`config.mk`:
```
export PLATFORM = sky130hd
export DESIGN_NAME = if_fetch_stage_flat
export DESIGN_NICKNAME = d
export VERILOG_FILES = /design/src/rtl/if_fetch_stage_pkg.sv /design/src/rtl/if_fetch_stage_if.sv /design/src/rtl/if_fetch_stage_if_id_reg.sv /design/src/rtl/if_fetch_stage.sv /design/src/flat_wrapper.sv
export SDC_FILE = /design/constraint.sdc
export NUM_CORES = 1
export LEC_CHECK = 0
export BUFFER_PORTS_ARGS = -buffer_cell sky130_fd_sc_hd__buf_4
export CORE_ASPECT_RATIO = 1.25
export CORE_MARGIN = 4
export CORE_UTILIZATION = 55
export DETAILED_ROUTE_END_ITERATION = 10
export HOLD_SLACK_MARGIN = 0.02
export PLACE_DENSITY_LB_ADDON = 0.25
export SYNTH_ARGS = -nofsm -noshare
export SYNTH_HDL_FRONTEND = slang
export SYNTH_HIERARCHICAL = 1
export SYNTH_SLANG_ARGS = --single-unit
export TNS_END_PERCENT = 100
```
`constraint.sdc`:
```
create_clock -name clk -period 2.62 [get_ports clk]
set_clock_uncertainty 0.05 [all_clocks]
set_input_delay 0.262 -clock clk [delete_from_list [all_inputs] [get_ports clk]]
set_output_delay 0.262 -clock clk [all_outputs]
set_load 0.02 [all_outputs]
```
`src/rtl/if_fetch_stage_pkg.sv`:
```
// Shared widths, NOP encoding and fetch FSM state encodings for the IF stage.
package if_fetch_stage_pkg;

  localparam int          IF_XLEN    = 32;
  localparam int          IF_INSTR_W = 32;
  localparam logic [31:0] IF_NOP     = 32'h0000_0013;

  typedef enum logic [1:0] {
    IF_IDLE = 2'd0,
    IF_REQ  = 2'd1,
    IF_BUF  = 2'd2,
    IF_DROP = 2'd3
  } if_state_e;

  function automatic logic [31:0] sat_inc32(input logic [31:0] v);
    return (v == 32'hFFFF_FFFF) ? v : v + 32'd1;
  endfunction

endpackage

```
`src/rtl/if_fetch_stage_if.sv`:
```
// Instruction-memory req/ack bus; the fetch stage is the master.
interface if_fetch_stage_if #(
  parameter int XLEN        = 32,
  parameter int INSTR_WIDTH = 32
) ();

  logic                   imem_req;
  logic [XLEN-1:0]        imem_addr;
  logic                   imem_ack;
  logic [INSTR_WIDTH-1:0] imem_rdata;

  modport master (output imem_req, output imem_addr, input imem_ack, input imem_rdata);
  modport slave  (input imem_req, input imem_addr, output imem_ack, output imem_rdata);

endinterface

```
`src/rtl/if_fetch_stage_if_id_reg.sv`:
```
// IF/ID pipeline register with load enable; bubble insertion overrides load.
module if_fetch_stage_if_id_reg
  import if_fetch_stage_pkg::*;
#(
  parameter int XLEN        = IF_XLEN,
  parameter int INSTR_WIDTH = IF_INSTR_W
) (
  input  logic                   clk,
  input  logic                   rst,
  input  logic                   i_load,
  input  logic                   i_bubble,
  input  logic [XLEN-1:0]        i_pc,
  input  logic [INSTR_WIDTH-1:0] i_instr,
  output logic [XLEN-1:0]        o_pc,
  output logic [INSTR_WIDTH-1:0] o_instr,
  output logic                   o_valid
);

  logic [XLEN-1:0]        r_pc;
  logic [INSTR_WIDTH-1:0] r_instr;
  logic                   r_valid;

  // A bubble keeps the stale PC; only instr/valid are meaningful downstream.
  always_ff @(posedge clk or negedge rst) begin
    if (!rst) begin
      r_pc    <= '0;
      r_instr <= INSTR_WIDTH'(IF_NOP);
      r_valid <= 1'b0;
    end else if (i_bubble) begin
      r_instr <= INSTR_WIDTH'(IF_NOP);
      r_valid <= 1'b0;
    end else if (i_load) begin
      r_pc    <= i_pc;
      r_instr <= i_instr;
      r_valid <= 1'b1;
    end
  end

  assign o_pc    = r_pc;
  assign o_instr = r_instr;
  assign o_valid = r_valid;

endmodule

```
`src/rtl/if_fetch_stage.sv`:
```
// Instruction fetch stage with req/ack memory handshake and IF/ID register.
// Optional IF_PERF_CNT_EN adds saturating stall-cycle and flush counters.
module if_fetch_stage
  import if_fetch_stage_pkg::*;
#(
  parameter int               XLEN        = IF_XLEN,
  parameter int               INSTR_WIDTH = IF_INSTR_W,
  parameter logic [XLEN-1:0]  RESET_PC    = '0
) (
  input  logic                   clk,
  input  logic                   rst,
  input  logic                   pcwrite,
  input  logic                   ifidwrite,
  input  logic                   flush,
  input  logic [XLEN-1:0]        redirect_pc,
  if_fetch_stage_if.master       imem,
  output logic [XLEN-1:0]        pc_id,
  output logic [INSTR_WIDTH-1:0] instr_id,
  output logic                   valid_id
`ifdef IF_PERF_CNT_EN
  ,
  output logic [31:0]            fetch_stall_cycles,
  output logic [31:0]            flush_count
`endif
);

  if_state_e              r_state, w_next_state;
  logic [XLEN-1:0]        r_pc, r_pending, w_pc_next;
  logic [INSTR_WIDTH-1:0] r_buf, w_ifid_instr;
  logic w_advance, w_pc_load, w_pend_load, w_buf_load, w_ifid_load, w_ifid_bubble;

  assign w_advance = pcwrite & ifidwrite;

  always_ff @(posedge clk or negedge rst) begin
    if (!rst) r_state <= IF_IDLE;
    else      r_state <= w_next_state;
  end

  always_comb begin
    w_next_state  = r_state;
    w_pc_load     = 1'b0;
    w_pc_next     = r_pc;
    w_pend_load   = 1'b0;
    w_buf_load    = 1'b0;
    w_ifid_load   = 1'b0;
    w_ifid_bubble = 1'b0;
    w_ifid_instr  = imem.imem_rdata;
    case (r_state)
      IF_IDLE: w_next_state = IF_REQ;
      IF_REQ: begin
        if (imem.imem_ack) begin
          if (flush) begin
            w_pc_load     = 1'b1;
            w_pc_next     = redirect_pc;
            w_ifid_bubble = 1'b1;
          end else if (w_advance) begin
            w_ifid_load = 1'b1;
            w_pc_load   = 1'b1;
            w_pc_next   = r_pc + XLEN'(4);
          end else begin
            w_buf_load   = 1'b1;
            w_next_state = IF_BUF;
          end
        end else if (flush) begin
          // Request cannot be retracted: park the target until the ack drains it.
          w_pend_load   = 1'b1;
          w_ifid_bubble = 1'b1;
          w_next_state  = IF_DROP;
        end else if (ifidwrite) begin
          w_ifid_bubble = 1'b1;
        end
      end
      IF_BUF: begin
        if (flush) begin
          w_pc_load     = 1'b1;
          w_pc_next     = redirect_pc;
          w_ifid_bubble = 1'b1;
          w_next_state  = IF_REQ;
        end else if (w_advance) begin
          w_ifid_load  = 1'b1;
          w_ifid_instr = r_buf;
          w_pc_load    = 1'b1;
          w_pc_next    = r_pc + XLEN'(4);
          w_next_state = IF_REQ;
        end
      end
      IF_DROP: begin
        w_ifid_bubble = flush | ifidwrite;
        w_pend_load   = flush;
        if (imem.imem_ack) begin
          w_pc_load    = 1'b1;
          w_pc_next    = flush ? redirect_pc : r_pending;
          w_next_state = IF_REQ;
        end
      end
      default: w_next_state = IF_IDLE;
    endcase
  end

  always_ff @(posedge clk or negedge rst) begin
    if (!rst) begin
      r_pc      <= RESET_PC;
      r_pending <= RESET_PC;
      r_buf     <= INSTR_WIDTH'(IF_NOP);
    end else begin
      if (w_pc_load)   r_pc      <= w_pc_next;
      if (w_pend_load) r_pending <= redirect_pc;
      if (w_buf_load)  r_buf     <= imem.imem_rdata;
    end
  end

  // In DROP the PC still names the outstanding request, so it drives the bus.
  assign imem.imem_req  = (r_state == IF_REQ) || (r_state == IF_DROP);
  assign imem.imem_addr = r_pc;

  if_fetch_stage_if_id_reg #(
    .XLEN        (XLEN),
    .INSTR_WIDTH (INSTR_WIDTH)
  ) u_if_id_reg (
    .clk      (clk),
    .rst      (rst),
    .i_load   (w_ifid_load),
    .i_bubble (w_ifid_bubble),
    .i_pc     (r_pc),
    .i_instr  (w_ifid_instr),
    .o_pc     (pc_id),
    .o_instr  (instr_id),
    .o_valid  (valid_id)
  );

`ifdef IF_PERF_CNT_EN
  logic [31:0] r_stall_cnt, r_flush_cnt;

  always_ff @(posedge clk or negedge rst) begin
    if (!rst) begin
      r_stall_cnt <= '0;
      r_flush_cnt <= '0;
    end else begin
      if (imem.imem_req && !imem.imem_ack) r_stall_cnt <= sat_inc32(r_stall_cnt);
      if (flush)                           r_flush_cnt <= sat_inc32(r_flush_cnt);
    end
  end

  assign fetch_stall_cycles = r_stall_cnt;
  assign flush_count        = r_flush_cnt;
`endif

endmodule

```
`src/flat_wrapper.sv`:
```
// flat-port wrapper written by rule: the top's interface ports become plain ports
module if_fetch_stage_flat import if_fetch_stage_pkg::*;
#(
  parameter int               XLEN        = IF_XLEN,
  parameter int               INSTR_WIDTH = IF_INSTR_W,
  parameter logic [XLEN-1:0]  RESET_PC    = '0
)
  (clk, rst, pcwrite, ifidwrite, flush, redirect_pc, pc_id, instr_id, valid_id, imem_imem_req, imem_imem_addr, imem_imem_ack, imem_imem_rdata);
  if_fetch_stage_if #(.XLEN(XLEN), .INSTR_WIDTH(INSTR_WIDTH)) imem_i ();
  input  logic clk;
  input  logic rst;
  input  logic pcwrite;
  input  logic ifidwrite;
  input  logic flush;
  input  logic [XLEN-1:0] redirect_pc;
  output logic [XLEN-1:0] pc_id;
  output logic [INSTR_WIDTH-1:0] instr_id;
  output logic valid_id;
  output wire logic [$bits(imem_i.imem_req)-1:0] imem_imem_req;
  output wire logic [$bits(imem_i.imem_addr)-1:0] imem_imem_addr;
  input wire logic [$bits(imem_i.imem_ack)-1:0] imem_imem_ack;
  input wire logic [$bits(imem_i.imem_rdata)-1:0] imem_imem_rdata;
  assign imem_imem_req = imem_i.imem_req;
  assign imem_imem_addr = imem_i.imem_addr;
  assign imem_i.imem_ack = imem_imem_ack;
  assign imem_i.imem_rdata = imem_imem_rdata;
  if_fetch_stage #(.XLEN(XLEN), .INSTR_WIDTH(INSTR_WIDTH), .RESET_PC(RESET_PC)) u_core (.clk(clk), .rst(rst), .pcwrite(pcwrite), .ifidwrite(ifidwrite), .flush(flush), .redirect_pc(redirect_pc), .imem(imem_i), .pc_id(pc_id), .instr_id(instr_id), .valid_id(valid_id));
endmodule
```
# --- Yosys cells after proc, flatten, opt, wreduce, memory -nomap -nowiden ---
# Index checks and enable logic that the tools add are counted.
# W data, S select, Z words.
totals:
  reg_bits: 163
  out_inout_bits: 98
  input_bits: 70
  word_cells: 67
op_classes:
  add_sub_neg: 1
  eq_ne: 9
  mux: 40
  n_reduce_logical: 7
  n_bitwise: 3
ops:
  columns: ["operator", "n"]
  rows:
  - ["$mux W32", 10]
  - ["$pmux W32 S3", 1]
  - ["$add A32 B3 Y32 const B", 1]
  - ["$mux W1", 17]
  - ["$mux W2", 7]
  - ["$ne A3 B3 Y1 const B", 3]
  - ["$pmux W2 S4", 1]
  - ["$pmux W1 S3", 2]
  - ["$reduce_and A5 Y1", 1]
  - ["$eq A2 B2 Y1 const B", 2]
  - ["$ne A2 B2 Y1 const B", 2]
  - ["$pmux W1 S2", 2]
  - ["$reduce_and A4 Y1", 1]
  - ["$ne A3 B2 Y1 const B", 1]
  - ["$reduce_bool A3 Y1", 1]
  - ["$eq A2 B1 Y1 const B", 1]
  - ["$logic_not A2 Y1", 1]
  - ["$reduce_and A2 Y1", 1]
  - ["$reduce_bool A2 Y1", 1]
  - ["$and A1 B1 Y1", 1]
  - ["$logic_or A1 B1 Y1", 1]
  - ["$not A1 Y1", 1]
  - ["$or A1 B1 Y1", 1]

# --- Longest topological paths before layout ---
# Gate-level depths: netlist of run 1.
logic_depth:
  depth_word: 7
  ltp_mapped: 11
  mapped_depth_nobuf: 7

# --- Hierarchy ---
# The synthesis of run 1 kept the hierarchy.
by_module_without_submodules:
  columns: ["module", "area_per_inst_um2", "seq_area_each_um2", "cells_each", "instances"]
  rows:
  - ["if_fetch_stage", 5460.2, 2456.1, 494, 1]
  - ["if_fetch_stage_if_id_reg", 2656.3, 1630.3, 176, 1]

# --- Least setup slack after synthesis of run 1 ---
# No wires, ideal clock.
synth_path:
  kind: "reg-to-reg"
  from: "reg u_core.r_state[1]"
  to: "reg u_core.u_if_id_reg.r_pc[0], in the netlist u_core/u_if_id_reg/o_pc[0]"
  setup_slack_ps: 403
  path_stages_with_launch: 11
  setup_ps: 125
  t_required_ps: 2445
  n_path_buf: 4
  arrival_time_ps: 2042
  path_cell_list: "dfrtp_1 > inv_1 > ha_1 > buf_2 > a21oi_1 > nor4b_1 > buf_6 > nor2b_4 > buf_6 > buf_6 > mux2_4"
synth_rtl:
  columns: ["element", "line_no", "text"]
  rows:
  - ["from (decl)", "if_fetch_stage.sv:27", "if_state_e r_state, w_next_state;"]
  - ["from (signal assigned)", "if_fetch_stage.sv:36", "else r_state <= w_next_state;"]
  - ["$eq A2 B2 Y1 / $eq A2 B1 Y1 (equally long branches)", "if_fetch_stage.sv:48", "case (r_state)"]
  - ["$pmux W1 S2 (*)", "if_fetch_stage.sv:48", null]
  - ["named net u_core.w_ifid_load", "if_fetch_stage.sv:30", "logic w_advance, w_pc_load, w_pend_load, w_buf_load, w_ifid_load, w_ifid_bubble;"]
  - ["$reduce_and A2 Y1 (no source line) (*)", null, null]
  - ["to (signal assigned)", "if_fetch_stage_if_id_reg.sv:33", "r_pc <= i_pc;"]
  - ["to (decl)", "if_fetch_stage_if_id_reg.sv:19", "logic [XLEN-1:0] r_pc;"]
# Mark *: on every way through the listed nets, which the timed path passes. The rest lies on a longest branch.
# A chain may end at the register's enable or synchronous reset.

# --- Final worst setup path of run 1 ---
layout_path:
  from: "reg u_core.r_state[1]"
  to: "reg u_core.u_if_id_reg.r_pc[22], in the netlist u_core/u_if_id_reg/o_pc[22]"
layout_between:
  elab_chain_len: 4
layout_lines:
  columns: ["element", "line_no"]
  rows:
  - ["$eq A2 B2 Y1 / $eq A2 B1 Y1 (equally long branches)", "if_fetch_stage.sv:48"]
  - ["$pmux W1 S3 (*)", "if_fetch_stage.sv:48"]
  - ["named net u_core.w_ifid_bubble", "if_fetch_stage.sv:30"]
  - ["$not A1 Y1 (no source line) (*)", null]
  - ["$reduce_and A2 Y1 (no source line) (*)", null]
# Marks and branches as above.

==> impl_metrics.yaml, run 1 <==
route:
  wl_per_cell_um: 20.0
  drt_wl_total_um: 20800
  drtIter0Drc: 390
  first_pass_iters: 5
  drc: 0
  num_vias: 6340
  via_per_inst: 6.09
  drtAntennaViolNets: 0
power_and_ir_drop:
  clock_power_share_pct: 20.0
  pwr-share-comb_pct: 41.7
  leakagePower_nw: 4.61
  p_int_w: 0.00740
  p_switching_w: 0.00454
  p_sw_share_pct: 38.0
  power.total_w: 0.0119
  power_density_mw_per_mm2: 1150
  ir_worst_vdd_v: 0.00104
  seq_power_share_pct: 38.3
layout:
  finalNetCount: 925
  drive_above_1_share_pct: 43.1
  instances_no_fill: 1041
  insertedDiodeCount: 0
  area_growth_pct: 28.3
  fin_area_mm2: 0.0104
clock_tree:
  cts_root_buffer: "clkbuf_16"
  clockBufferDepth: 2
  clkSinkCount: 163
  post_cts_buffers: 0
  clkTransAtPathRegs_ps: 70
  clock_latency_ps: 420
  cts_buffers: 17
  tritoncts: "built"
  cts_htree_levels: 4
yosys:
  yosysUniqueCellTypes: 53
  synthesis.area_mm2: 0.00812
  yosysMostFrequentCell: "dfrtp_1"
  synth.area.top_cells: "dfrtp_1 48%, mux2_2 14%, mux2_4 5.5%"
  postSynthAreaPerCell_um2: 12.1
  syn_inst: 670
  ys_seq_area_share_pct: 50.3
  ys.flop_type: "dfrtp_1"
  synth-async-reset-ratio_pct: 100
  ys_ff_latch: 163
  synth_top_area_share_pct: 48.4
  yosysTopAreaCell: "dfrtp_1"
  synth_enable_flop_cells: 0
  synth_warnings: 6
  syn_nets: 745
  synth_common_cells: "157 x dfrtp_1, 99 x mux2_2, 45 x nor2_1"
die:
  core_area_mm2: 0.0144
  dieHeight_um: 144
  initial_core_util_pct: 56.3
  die_x_um: 117
  dieArea_mm2: 0.0168
  num_rows: 49
  num_io_pins: 168
setup_path:
  critical_path_class: "flip-flop to flip-flop"
  setup.worst_path.start_class: "flip-flop"
  cpPeakStageDelay_ps: 420
  reg2reg_depth: 8
  arrival_ps: 2740
  path_cells: "inv_1, ha_2, nor2b_1, o22ai_1, a211oi_4, nor2b_4, buf_12, mux2_4"
  cp_slowest_cell: "dfrtp_1"
  critPathRequiredTime_ps: 2880
  crit_fanout: 32
  end_kind: "flip-flop"
timing:
  finalSetupTns_ps: 0
  final_max_slew_viol_count: 0
  hold_viol_final: 0
  rsz0062_at_grt: "no"
  fmax_mhz: 403
  worst_pin_slew_ps: 728
  setup_viol: 0
  maxSlewHeadroom_pct: 51.0
  period_needed_ps: 2480
  fin_ws_ps: 139
  fin_crit_sh_pct: 94.7
place:
  place_area_mm2: 0.00962
  gp_congestion: 0.863
  dp_hpwl_um: 14100
  dp_slack_ps: 110
  io_buffer_count: 167
  dp.cells: 987
grt:
  globalRouteTotalUtil_pct: 24.9
  grt_pass1_vias: 6738
  grt_max_degree: 79
  grt.overflow.total: 0
  grt_pass1_wl_um: 33100
  antenna_found_initial: 0
min_path:
  min_path_cells: 2
  worstHoldPathType: "primary input to flip-flop"
flow_run:
  cap_violations: 0
status:
  status: "finished, final reports clean"
[cell usage in the layout, fill, tap and decap left out, types with 6 or more instances in the layout]
| cell type | instances |
|---|---|
| o211ai_1 | 16 |
| buf_4 | 182 |
| dfstp_2 | 6 |
| a21oi_1 | 9 |
| mux2_4 | 30 |
| a31oi_1 | 6 |
| mux2_2 | 99 |
| inv_1 | 9 |
| a22oi_1 | 10 |
| nor2_1 | 45 |
| nand4_1 | 11 |
| dlygate4sd3_1 | 22 |
| dfrtp_1 | 157 |
| mux2i_1 | 41 |
| o21ai_0 | 25 |
| or3_1 | 15 |
| nand2_1 | 26 |
| o311ai_0 | 12 |
| nand3_1 | 10 |
| clkbuf_16 | 17 |
| and4_1 | 7 |
| a22o_1 | 20 |
[critical path, delay by kind of cell, from the launching register on]
| kind | cells | cell delay, ps |
|---|---|---|
| muxes | 1 | 330 |
| buffers and inverters | 2 | 350 |
| DFF | 1 | 420 |
| and+or+nand+nor | 2 | 390 |
| adders and majority gates | 1 | 300 |
| AOI/OAI and AO/OA | 2 | 530 |
[state kept, by name (all words and copies together) (netlist names)]
register	cells
u_core/r_state	2
u_core/imem.imem_addr	32
u_core/r_pending	32
u_core/u_if_id_reg/o_pc	32
u_core/u_if_id_reg/o_valid	1
u_core/u_if_id_reg/o_instr	32
u_core/r_buf	32
[through the flow]
| stage | hold WS, ps | utilization, % |
|---|---|---|
| 2_1_floorplan | -83.6 | - |
| 3_3_place_gp | 291 | 66.7 |
| 3_5_place_dp | 299 | 66.7 |
| 4_1_cts | 20.1 | 72.2 |
| 5_1_grt | 22.4 | 72.3 |
| 6_report | 36.2 | 72.3 |
[cell type report]
| type | instances | area [um2] |
|---|---|---|
| sequential | 163 | 4090 |
| fill | 973 | 4000 |
| multi-input combinational | 448 | 3790 |
| timing repair buffer | 211 | 1710 |
| clock buffer | 18 | 439 |
| tap | 178 | 223 |
| clock inverter | 14 | 129 |
| inverter | 9 | 33.8 |
[cells by family (layout without fill, tap and decap cells)]
logic type,Yosys count,in the layout,synth area share [%]
simple gates,143,143,9.17
compound gates,130,130,11.9
mux,170,170,24.3
fa+ha+maj,5,5,0.771
flops,163,163,50.3
buf+inv,59,252,3.51
[per-layer routing]
layer	global-route usage, %	wire [um]
met5	0	0
met4	10.4	441
met3	6.49	1600
met2	42.1	10500
met1	30.2	8240
[repair_timing]
| action | 4_1_cts | 5_1_grt |
|---|---|---|
| hold buffers | 22 | 0 |
| setup endpoints to repair | 0 | 29 |
| gates resized for setup | 0 | 2 |
| hold endpoints to repair | 89 | 0 |
[power groups by stage]
stage,clock network [W],registers (W),logic [W]
after floorplan,0,0.00497,0.00258
after global placement,0,0.00450,0.00476
after detailed placement,0,0.00458,0.00493
after CTS,0.00244,0.00456,0.00498
after global routing,0.00255,0.00473,0.00533
final,0.00239,0.00458,0.00498
[path summary, 6_finish.rpt]
check,slack [ps],start,endpoint
min in group asynchronous,390,rst,u_core/r_pending[6]
setup / recovery,140,u_core/r_state[1],u_core/u_if_id_reg/o_pc[22]
max in group asynchronous,1370,rst,u_core/u_if_id_reg/o_pc[24]
hold reg to reg,450,u_core/u_if_id_reg/o_valid,u_core/u_if_id_reg/o_valid
hold / removal,40,redirect_pc[19],u_core/r_pending[19]
setup reg to reg,140,u_core/r_state[1],u_core/u_if_id_reg/o_pc[22]
No activity file was read; power rests on OpenSTA's default activity.
==> run 2, diff against run 1 <==
--- a/config.mk
+++ b/config.mk
@@ -8,7 +8,7 @@
 export BUFFER_PORTS_ARGS = -buffer_cell sky130_fd_sc_hd__buf_4
 export CORE_ASPECT_RATIO = 1.25
 export CORE_MARGIN = 4
-export CORE_UTILIZATION = 55
+export CORE_UTILIZATION = 30
 export DETAILED_ROUTE_END_ITERATION = 10
 export HOLD_SLACK_MARGIN = 0.02
 export PLACE_DENSITY_LB_ADDON = 0.25
==> constraint.sdc (replaced) <==
create_clock -name clk -period 2.4 [get_ports clk]
set_clock_uncertainty 0.05 [all_clocks]
set_input_delay 0.24 -clock clk [delete_from_list [all_inputs] [get_ports clk]]
set_output_delay 0.24 -clock clk [all_outputs]
set_load 0.02 [all_outputs]
==> impl_metrics.yaml, run 2 (same netlist as run 1, synthesis figures left out) <==
status:
  status: "finished, final reports clean"
clock_tree:
  clock_latency_ps: 440
  cts_root_buffer: "clkbuf_16"
  clockBufferDepth: 2
  clkTransAtPathRegs_ps: 60
  cts_buffers: 17
  clkSinkCount: 163
  tritoncts: "built"
  cts_htree_levels: 4
setup_path:
  crit_fanout: 32
  arrival_ps: 2530
  critPathRequiredTime_ps: 2670
  path_cells: "inv_1, ha_2, nor2b_2, o22ai_1, a211oi_4, nor2b_4, buf_12, mux2_4"
  setup.worst_path.start_class: "flip-flop"
  ff2ff_setup_slack_ps: 140
  critical_path_class: "flip-flop to flip-flop"
  critical_path.top_delay_family: "compound AO/OA/AOI/OAI gates"
  cpPeakStageDelay_ps: 420
  crit_buf_inv: 2
  end_kind: "flip-flop"
  cp_slowest_cell: "dfrtp_1"
route:
  drtIter0Drc: 273
  drt_wl_total_um: 22500
  drc: 0
  first_pass_iters: 5
  via_per_inst: 4.95
  wl_per_cell_um: 17.8
  drtAntennaViolNets: 0
  num_vias: 6291
timing:
  worst_pin_slew_ps: 610
  hold_viol_final: 0
  fmax_mhz: 442
  fin_crit_sh_pct: 94.2
  finalSetupTns_ps: 0
  setup_viol: 0
  maxSlewHeadroom_pct: 59.1
  fin_ws_ps: 140
  rsz0062_at_grt: "no"
  final_max_slew_viol_count: 0
  period_needed_ps: 2260
die:
  core_area_mm2: 0.0267
  dieHeight_um: 192
  num_rows: 67
  die_x_um: 155
  initial_core_util_pct: 30.4
  dieArea_mm2: 0.0298
  num_io_pins: 168
place:
  gp_congestion: 0.788
  dp_slack_ps: 43.2
  dp_hpwl_um: 15500
  io_buffer_count: 167
layout:
  insertedDiodeCount: 0
  postLayoutCoreUtil_pct: 42.3
  multi_input_area_mm2: 0.00379
  finalNetCount: 988
  seqCellArea_mm2: 0.00409
  drive_above_1_share_pct: 42.4
  area_growth_pct: 39.4
  layout_commonest_cell: "buf_4"
  filler_cell_count: 2560
  most-common-layout-cells: "197 x buf_4, 157 x dfrtp_1, 99 x mux2_2"
power_and_ir_drop:
  ir_worst_vdd_v: 0.000562
  power_density_mw_per_mm2: 1200
  leakagePower_nw: 4.93
grt:
  grt_pass1_wl_um: 36300
  grtUsageMet1_pct: 18.8
  antenna_found_initial: 0
  grt.met3_usage_pct: 3.92
  grt_busiest_layer: "met2"
  grt_pass1_vias: 6611
  grt.overflow.total: 0
  globalRouteTotalUtil_pct: 15.4
  grt_max_degree: 60
  met2_usage_pct: 26.6
min_path:
  worstHoldPathType: "primary input to flip-flop"
flow_run:
  cap_violations: 0
==> run 2: final cells by class <==
type,instances,share of cell area [%]
clock inverter,14,1.80
inverter,9,0.298
multi-input combinational,448,33.5
sequential,163,36.1
clock buffer,17,3.76
timing repair buffer,274,20.7
tap,345,3.81
==> run 2: final timing paths <==
| kind | start | cells after the start | end |
|---|---|---|---|
| min | imem_imem_ack | 3 | u_core/r_state[0] |
| min in group asynchronous | rst | 2 | u_core/u_if_id_reg/o_pc[6] |
| max reg2reg | u_core/r_state[1] | 8 | u_core/u_if_id_reg/o_pc[26] |
| min reg2reg | u_core/r_buf[28] | 1 | u_core/r_buf[28] |
| max in group asynchronous | rst | 3 | u_core/u_if_id_reg/o_pc[23] |
| max | u_core/r_state[1] | 8 | u_core/u_if_id_reg/o_pc[26] |
==> run 2: report_power, final <==
group | internal (W) | switching, W
logic | 0.00291 | 0.00289
registers | 0.00394 | 0.000907
clock network | 0.00175 | 0.00123
total | 0.00860 | 0.00503
==> run 2: routing by layer <==
layer / share of wire, % / up-vias / wire length [um]
met5: 0 / - / 0
met4: 1.2 / 0 / 264
met3: 5.5 / 13 / 1230
met2: 51 / 145 / 11500
met1: 42 / 3137 / 9530
li1: - / 2996 / -
==> run 2: stage by stage <==
stage / area (um2) / total power [W] / cells / hold WS (ps)
2_1_floorplan: 8120 / 0.00824 / 670 / -106
3_3_place_gp: 10000 / 0.0106 / 1173 / 74.4
3_5_place_dp: 10000 / 0.0107 / 1173 / 80.3
4_1_cts: 11300 / 0.0138 / 1269 / 127
5_1_grt: 11300 / 0.0145 / 1270 / 145
6_report: 11300 / 0.0136 / 1270 / 158
==> run 2: repair_timing <==
item                       in CTS  in global routing
setup endpoints to repair       0                 65
hold buffers                   65                  0
hold endpoints to repair      188                  0
resized for setup               0                  4
setup buffers                   0                  1
==> run 2: worst min-delay path: stages <==
cell	delay (ps)
buf_4	140
a31o_2	160
a22oi_1	50
==> run 3, diff against run 2 <==
--- a/config.mk
+++ b/config.mk
@@ -8,10 +8,11 @@
 export BUFFER_PORTS_ARGS = -buffer_cell sky130_fd_sc_hd__buf_4
 export CORE_ASPECT_RATIO = 1.25
 export CORE_MARGIN = 4
-export CORE_UTILIZATION = 30
+export CORE_UTILIZATION = 35
 export DETAILED_ROUTE_END_ITERATION = 10
 export HOLD_SLACK_MARGIN = 0.02
 export PLACE_DENSITY_LB_ADDON = 0.25
+export SKIP_CTS_REPAIR_TIMING = 1
 export SYNTH_ARGS = -nofsm -noshare
 export SYNTH_HDL_FRONTEND = slang
 export SYNTH_HIERARCHICAL = 1
==> constraint.sdc (replaced) <==
create_clock -name clk -period 1.85 [get_ports clk]
set_clock_uncertainty 0.05 [all_clocks]
set_input_delay 0.185 -clock clk [delete_from_list [all_inputs] [get_ports clk]]
set_output_delay 0.185 -clock clk [all_outputs]
set_load 0.02 [all_outputs]
==> impl_metrics.yaml, run 3 (same netlist as run 1, synthesis figures left out) <==
status:
  status: "finished, violations left"
  violations: "setup timing"
layout:
  drive_above_1_share_pct: 50.9
  area_growth_pct: 60.1
  layout_commonest_cell: "buf_4"
  insertedDiodeCount: 0
  most-common-layout-cells: "235 x buf_4, 153 x dfrtp_1, 128 x mux2_4"
  finalNetCount: 1080
  postLayoutCoreUtil_pct: 56.8
clock_tree:
  cts_buffers: 17
  clkTransAtPathRegs_ps: 70
  clkSinkCount: 163
  tritoncts: "built"
  clock_latency_ps: 430
  cts_htree_levels: 4
  clockBufferDepth: 2
  cts_root_buffer: "clkbuf_16"
timing:
  period_needed_ps: 2130
  worst_pin_slew_ps: 430
  fin_crit_sh_pct: 115
  hold_viol_final: 0
  maxSlewHeadroom_pct: 71.0
  rsz0062_at_grt: "yes"
  holdWs_ps: 149
  fmax_mhz: 470
  final_max_slew_viol_count: 0
  setup_viol: 159
  fin_ws_ps: -277
setup_path:
  reg2reg_depth: 9
  critical_path_class: "flip-flop to flip-flop"
  arrival_ps: 2390
  critPathRequiredTime_ps: 2110
  setup.worst_path.start_class: "flip-flop"
  end_kind: "flip-flop"
  crit_fanout: 12
route:
  num_vias: 6770
  wl_per_cell_um: 20.0
  drtIter0Drc: 329
  drtAntennaViolNets: 0
  via_per_inst: 5.18
  first_pass_iters: 4
  drt_wl_total_um: 26100
  drc: 0
grt:
  grt_pass1_wl_um: 34600
  antenna_found_initial: 0
  grt.overflow.total: 0
  grtUsageMet1_pct: 22.0
  met2_usage_pct: 29.3
  globalRouteTotalUtil_pct: 17.1
  grt_max_degree: 57
  grt_pass1_vias: 6432
  grt.met3_usage_pct: 3.57
  grt_busiest_layer: "met2"
place:
  gp_congestion: 0.839
  dp_slack_ps: -347
  dp_hpwl_um: 15400
  io_buffer_count: 167
die:
  core_area_mm2: 0.0229
  num_io_pins: 168
  dieHeight_um: 178
  initial_core_util_pct: 35.5
  die_x_um: 144
  dieArea_mm2: 0.0257
  num_rows: 62
power_and_ir_drop:
  power_density_mw_per_mm2: 1570
  leakagePower_nw: 6.01
  ir_worst_vdd_v: 0.000872
flow_run:
  cap_violations: 0
min_path:
  min_path_cells: 3
  worstHoldPathType: "primary input to flip-flop"
==> run 3: cell count changes in the layout (fill, tap and decap cells not counted), moves of 5 or more <==
| cell | previous run | this run |
|---|---|---|
| buf_6 | 3 | 23 |
| buf_4 | 197 | 235 |
| mux2_4 | 30 | 128 |
| buf_12 | 9 | 16 |
| buf_8 | 0 | 10 |
| nand2_1 | 26 | 21 |
| o21ai_0 | 25 | 16 |
| o21ai_1 | 0 | 5 |
| mux2_2 | 99 | 1 |
| clkbuf_16 | 17 | 34 |
==> run 3: path summary, 6_finish.rpt <==
path                                   startpoint                       endpoint  slack [ps]
worst max-delay path            u_core/r_state[1]    u_core/u_if_id_reg/o_pc[21]        -280
worst min-delay path                imem_imem_ack              u_core/r_state[1]         150
worst max register to register  u_core/r_state[1]    u_core/u_if_id_reg/o_pc[21]        -280
worst min register to register   u_core/r_buf[23]               u_core/r_buf[23]         460
max in group asynchronous                     rst  u_core/u_if_id_reg/o_instr[1]         850
min in group asynchronous                     rst     u_core/u_if_id_reg/o_pc[2]         190
==> run 3: metrics by stage <==
step                instances  setup TNS, ps  total power [W]  area, um2
CTS                      1194         -25770           0.0179      10900
global route             1306         -31860           0.0216      13000
floorplan                 670         -12780           0.0108       8200
global placement         1162         -21590           0.0143      10300
detailed placement       1162         -26110           0.0144      10300
finish                   1306         -23030           0.0205      13000
==> run 3: power breakdown <==
part           switching (W)  total [W]  internal [W]
sequential          0.000970    0.00609       0.00512
clock                0.00163    0.00342       0.00178
combinational        0.00495     0.0110       0.00601
total                0.00755     0.0205        0.0129
==> run 3: worst max-delay path: stages (launching register included) <==
cell,delay (ps)
dfrtp_2,440
inv_2,100
ha_4,170
nor2b_4,160
o22ai_2,100
a211oi_4,280
nor2b_4,70
buf_12,150
clkbuf_16,190
mux2_4,300
==> run 3: layout make-up <==
class | instances | area (um2)
inverter | 9 | 36.3
clock inverter | 15 | 141
clock buffer | 17 | 425
timing repair buffer | 366 | 3570
sequential | 163 | 4090
multi-input combinational | 448 | 4370
tap | 288 | 360
fill | 1858 | 9890
==> run 3: per-layer routing <==
metal | wire [um] | vias up
met5 | 0 | -
met1 | 11200 | 3383
li1 | - | 3179
met4 | 447 | 0
met3 | 1090 | 29
met2 | 13300 | 179
